**src/rtl/ndp_sequencer.sv**
```systemverilog
// NDP core sequencer: reset/start/finish pulse generation, job count, errors.
// Define NDP_SEQ_TIMEOUT_EN to build the RUN timeout counter and err_timeout.
module ndp_sequencer #(
  parameter int unsigned RST_CYCLES = 4,
  parameter int unsigned FIN_CYCLES = 2,
  parameter int unsigned TMO_W      = 16
) (
  input  logic             HCLK,
  input  logic             HRESETn,
  input  logic             cmd_valid,
  output logic             cmd_ready,
  input  logic [1:0]       cmd_op,
  input  logic [TMO_W-1:0] cmd_tmo,
  input  logic             abort,
  input  logic             err_clr,
  input  logic             calc_done,
  output logic             ndp_reset,
  output logic             ndp_start,
  output logic             ndp_finish,
  output logic             busy,
  output logic             err_timeout,
  output logic             err_illegal,
  output logic [7:0]       jobs_done
);

  localparam logic [7:0] RST_LAST = 8'(RST_CYCLES - 1);
  localparam logic [7:0] FIN_LAST = 8'(FIN_CYCLES - 1);

  typedef enum logic [2:0] {
    S_IDLE,
    S_RST,
    S_START,
    S_WAIT,
    S_FIN
  } state_t;

  state_t     state;
  state_t     state_nx;
  logic [7:0] cnt;
  logic [7:0] cnt_nx;
  logic       cd_q;
  logic       cd_s;
  logic       accept;
  logic       op_rst;
  logic       op_run;
  logic       op_fin;
  logic       op_ill;
  logic       ld_tmo;
  logic       set_tmo;
  logic       set_ill;
  logic       job_inc;
  logic       tmo_hit;

  assign cmd_ready = (state == S_IDLE) && !abort;
  assign accept    = cmd_valid && cmd_ready;
  assign busy      = (state != S_IDLE);

  assign op_rst = (cmd_op == 2'b00);
  assign op_run = (cmd_op == 2'b01);
  assign op_fin = (cmd_op == 2'b10);
  assign op_ill = (cmd_op == 2'b11);

`ifdef NDP_SEQ_TIMEOUT_EN
  logic [TMO_W-1:0] tmo_lat;
  logic [TMO_W-1:0] tmo_cnt;
  logic             err_tmo_q;

  // tmo_cnt holds (WAIT cycles elapsed - 1) while evaluating WAIT
  always_ff @(posedge HCLK or negedge HRESETn) begin
    if (!HRESETn) begin
      tmo_lat   <= '0;
      tmo_cnt   <= '0;
      err_tmo_q <= 1'b0;
    end else begin
      if (ld_tmo)
        tmo_lat <= cmd_tmo;
      tmo_cnt <= (state == S_WAIT) ? tmo_cnt + 1'b1 : '0;
      if (set_tmo)
        err_tmo_q <= 1'b1;
      else if (err_clr)
        err_tmo_q <= 1'b0;
    end
  end

  assign tmo_hit = (tmo_lat != '0) &&
                   (tmo_cnt == tmo_lat - 1'b1);
  assign err_timeout = err_tmo_q;
`else
  logic unused_tmo;

  assign unused_tmo  = ^{cmd_tmo, ld_tmo, set_tmo};
  assign tmo_hit     = 1'b0;
  assign err_timeout = 1'b0;
`endif

  always_ff @(posedge HCLK or negedge HRESETn) begin
    if (!HRESETn)
      state <= S_IDLE;
    else
      state <= state_nx;
  end

  always_comb begin
    state_nx = state;
    cnt_nx   = cnt;
    ld_tmo   = 1'b0;
    set_tmo  = 1'b0;
    set_ill  = 1'b0;
    job_inc  = 1'b0;
    if (abort) begin
      state_nx = S_RST;
      cnt_nx   = '0;
    end else begin
      unique case (state)
        S_IDLE: begin
          if (accept) begin
            unique case (1'b1)
              op_rst: begin
                state_nx = S_RST;
                cnt_nx   = '0;
              end
              op_run: begin
                state_nx = S_START;
                ld_tmo   = 1'b1;
              end
              op_fin: begin
                state_nx = S_FIN;
                cnt_nx   = '0;
              end
              op_ill: set_ill = 1'b1;
            endcase
          end
        end
        S_RST: begin
          if (cnt == RST_LAST)
            state_nx = S_IDLE;
          else
            cnt_nx = cnt + 8'd1;
        end
        S_START: state_nx = S_WAIT;
        S_WAIT: begin
          // completion beats a coincident timeout
          if (cd_s) begin
            state_nx = S_FIN;
            cnt_nx   = '0;
            job_inc  = 1'b1;
          end else if (tmo_hit) begin
            state_nx = S_FIN;
            cnt_nx   = '0;
            set_tmo  = 1'b1;
          end
        end
        S_FIN: begin
          if (cnt == FIN_LAST)
            state_nx = S_IDLE;
          else
            cnt_nx = cnt + 8'd1;
        end
        default: state_nx = S_IDLE;
      endcase
    end
  end

  // pulse outputs are flops decoded from the next state
  always_ff @(posedge HCLK or negedge HRESETn) begin
    if (!HRESETn) begin
      cnt         <= '0;
      cd_q        <= 1'b0;
      cd_s        <= 1'b0;
      ndp_reset   <= 1'b0;
      ndp_start   <= 1'b0;
      ndp_finish  <= 1'b0;
      err_illegal <= 1'b0;
      jobs_done   <= '0;
    end else begin
      cnt        <= cnt_nx;
      cd_q       <= calc_done;
      cd_s       <= cd_q;
      ndp_reset  <= (state_nx == S_RST);
      ndp_start  <= (state_nx == S_START);
      ndp_finish <= (state_nx == S_FIN);
      if (job_inc)
        jobs_done <= jobs_done + 8'd1;
      if (set_ill)
        err_illegal <= 1'b1;
      else if (err_clr)
        err_illegal <= 1'b0;
    end
  end

endmodule

```
**config.mk**
```make
export PLATFORM = sky130hd
export DESIGN_NAME = ndp_sequencer
export DESIGN_NICKNAME = d
export VERILOG_FILES = /design/src/rtl/ndp_sequencer.sv
export SDC_FILE = /design/constraint.sdc
export NUM_CORES = 1
export LEC_CHECK = 0
export CORE_ASPECT_RATIO = 0.5
export CORE_MARGIN = 2
export CORE_UTILIZATION = 49
export CTS_CLUSTER_SIZE = 28
export DETAILED_ROUTE_END_ITERATION = 16
export PLACE_DENSITY_LB_ADDON = 0.3
export RECOVER_POWER = 25
export SLEW_MARGIN = 10
export SYNTH_ARGS = -nofsm -noshare
export SYNTH_HDL_FRONTEND = slang
export SYNTH_SLANG_ARGS = --single-unit
export TNS_END_PERCENT = 10
```
**constraint.sdc**
```tcl
create_clock -name HCLK -period 4.5 [get_ports HCLK]
set_input_delay 0.9 -clock HCLK [delete_from_list [all_inputs] [get_ports HCLK]]
set_output_delay 0.9 -clock HCLK [all_outputs]
set_load 0.05 [all_outputs]
```
==> flow_summary.toml <==
[critical_path]
cp_max_fo = 9
critPathRequiredTime_ns = 3.60
startpoint = "abort"
path_common_cell = "clkdlybuf4s50_1"
worst_r2r_startpoint = "cnt[0]"
critPathMaxStageDelay_ns = 0.90
cp-end-kind = "output port"
crit_family = "buffers and inverters"
worstPathCellList = "clkdlybuf4s50_1 -> nor4_1 -> clkdlybuf4s50_1"
cp-start-kind = "input pin"
slowest_stage = "clkdlybuf4s50_1"
critPathKind = "input pin to output port"
worst-path-buf-inv = 2
worstPathArrival_ns = 2.82

[min_path]
holdCritPathClass = "register to register"
worstHoldStart = "cd_q"

[floorplanning]
initial_core_util_pct = 50.4
design.die.area_um2 = 3060
io_pins = 39
rows = 13
core_um2 = 2540
die-height_um = 40.1
die_x_um = 76.3

[grt]
grt_pass1_vias = 876
grt_overflow = 0
grt_pass1_wl_um = 3930
grt_antenna_before_repair = 0
gr-usage-all-layers_pct = 17.2
grt_max_degree = 26

[logic_synthesis]
yosys_warnings = 0
syn_area_um2 = 1280
synth-edff-count = 0
syn_inst = 126
synth.top_cell.area_share_pct = 48.9
netlist_top_cells_area = "dfrtp_1 (49%), xnor2_1 (4.1%), o211ai_1 (3.5%), inv_1 (3.2%), nand3_1 (3.1%)"
netlist-cell-type-count = 40
ys.flop_type = "dfrtp_1"
synthArstFlopShare_pct = 100
synth_common_cells = "dfrtp_1 (25), inv_1 (11), nand3_1 (8), nor2_1 (7)"
postSynthAreaPerCell_um2 = 10.2
yosys.cell_count.top_type = "dfrtp_1"
yosys.area.top_type = "dfrtp_1"
ys_ff_latch = 25
synth_seq_area_share_pct = 48.9
syn_nets = 153

[cts]
clkSinkCount = 25
cts.path.max_buffers = 2
htreeDepth = 1
cts_root_buffer = "clkbuf_8"
cts_hold_buf = 0
tritoncts = "done"
insertion_delay_ns = 0.28
numCtsBuffers = 3
cts_setup_buffers = 0
path_clk_slew_ns = 0.09
post_cts_resized = 0

[cells_and_area]
seq_area_um2 = 626
final.fill_count = 226
area_delta_synth_final_pct = 20.9
multi_input_area_um2 = 582
fin_nets = 174
drive_above_1_share_pct = 5.48
antenna_cells = 0

[detailed_routing]
routed-wl-met2_um = 1160
drt_iter0_markers = 62
vias_per_cell = 5.49
wl_per_cell_um = 13.4
drtPass1Iterations = 4
dr.max_layer_used = "met4"
wl_met3_um = 97
wl_met1_um = 1170
totalWireLength_um = 2450
vias = 1004
drc = 0
drt.antenna.violating_nets = 0

[timing]
setup_ws_ns = 0.776
slew_viol_final = 0
rsz0062_at_grt = "no"
period_minus_slack_ns = 3.72
relSlewSlack_pct = 11.6
final_hold_viol_count = 0
fmaxAchievable_mhz = 268
finalSetupTns_ns = 0
post-route-period-util_pct = 82.8
tightest_slew_ns = 1.33
clock_skew_ns = 0.00814
finalSetupViolations = 0

[placement]
port_buffers = 21
post-dp-hpwl_um = 1830
pre_cts_ws_ns = 0.787
place_congestion = 0.814

[run_status]
status = "completed"

[pwr]
ir_drop_mv = 0.176
power_uw = 524
leakage_uw = 0.000643
power_density_nw_per_um2 = 338

[run]
maxCapViolations = 0
==> power by group <==
group	switching, µW	internal, µW	total, µW
clock network	75.1	62.9	138
registers	21.0	241	262
logic	73.6	49.7	123
total	170	354	524
==> through the flow <==
stage,instance area [µm²],hold slack [ns],util [%],instances
floorplan,1280,0.331,-,126
global placement,1510,0.339,59.3,179
detailed placement,1510,0.344,59.3,179
CTS,1550,0.367,61.2,183
global route,1550,0.373,61.0,183
finish,1550,0.365,61.0,183
==> placed cells by master, fill, tap and decap left out, drive strengths merged, types with 2 or more instances in the layout <==
| cell | count |
|---|---|
| and2 | 2 |
| and3 | 3 |
| and4b | 2 |
| clkbuf | 4 |
| clkdlybuf4s50 | 20 |
| dfrtp | 25 |
| ha | 3 |
| inv | 11 |
| nand2 | 4 |
| nand3 | 8 |
| nand4 | 3 |
| nor2 | 7 |
| nor3 | 2 |
| nor4 | 2 |
| nor4bb | 2 |
| o211ai | 6 |
| o21a | 3 |
| o21ai | 6 |
| o22ai | 2 |
| or3 | 4 |
| or4 | 3 |
| xnor2 | 6 |
| xor2 | 2 |
==> path summary, 6_finish.rpt <==
| kind | to | slack [ns] | depth (start not counted) |
|---|---|---|---|
| max | cmd_ready | 0.78 | 3 |
| max reg2reg | cnt[3] | 2.58 | 5 |
| min in group asynchronous | ndp_start | 0.90 | 1 |
| min reg2reg | cd_s | 0.37 | 0 |
| min | cd_s | 0.37 | 0 |
| max in group asynchronous | state[1] | 2.82 | 1 |
==> registers in the layout, summed over array words and instances (netlist names) <==
| name | count |
|---|---|
| cd_q | 1 |
| jobs_done | 8 |
| ndp_start | 1 |
| ndp_finish | 1 |
| ndp_reset | 1 |
| state | 3 |
| cnt | 8 |
| err_illegal | 1 |
| cd_s | 1 |
==> cell families (layout without fill, tap and decap cells) <==
| logic type | Yosys count | count (layout) | share of synthesized area (%) |
|---|---|---|---|
| compound gates | 24 | 24 | 13.0 |
| xor+xnor | 8 | 8 | 5.47 |
| fa+ha+maj | 3 | 3 | 2.93 |
| buf+inv | 16 | 36 | 5.67 |
| flops | 25 | 25 | 48.9 |
| mux | 1 | 1 | 0.880 |
| other cells | 1 | 1 | 0.293 |
| simple gates | 48 | 48 | 22.9 |
==> area by class of cell <==
cell class / count / share of cell area (%)
sequential: 25 / 40.4
clock buffer: 3 / 2.67
tap: 37 / 2.99
timing repair buffer: 21 / 13.2
clock inverter: 1 / 0.485
inverter: 11 / 2.67
multi-input combinational: 85 / 37.6
==> metal layers <==
metal	global-route usage, %	vias up
met5	0	-
li1	-	496
met3	4.95	3
met1	20.4	490
met2	33.0	15
met4	4.09	0
No activity file was read; power rests on OpenSTA's default activity.
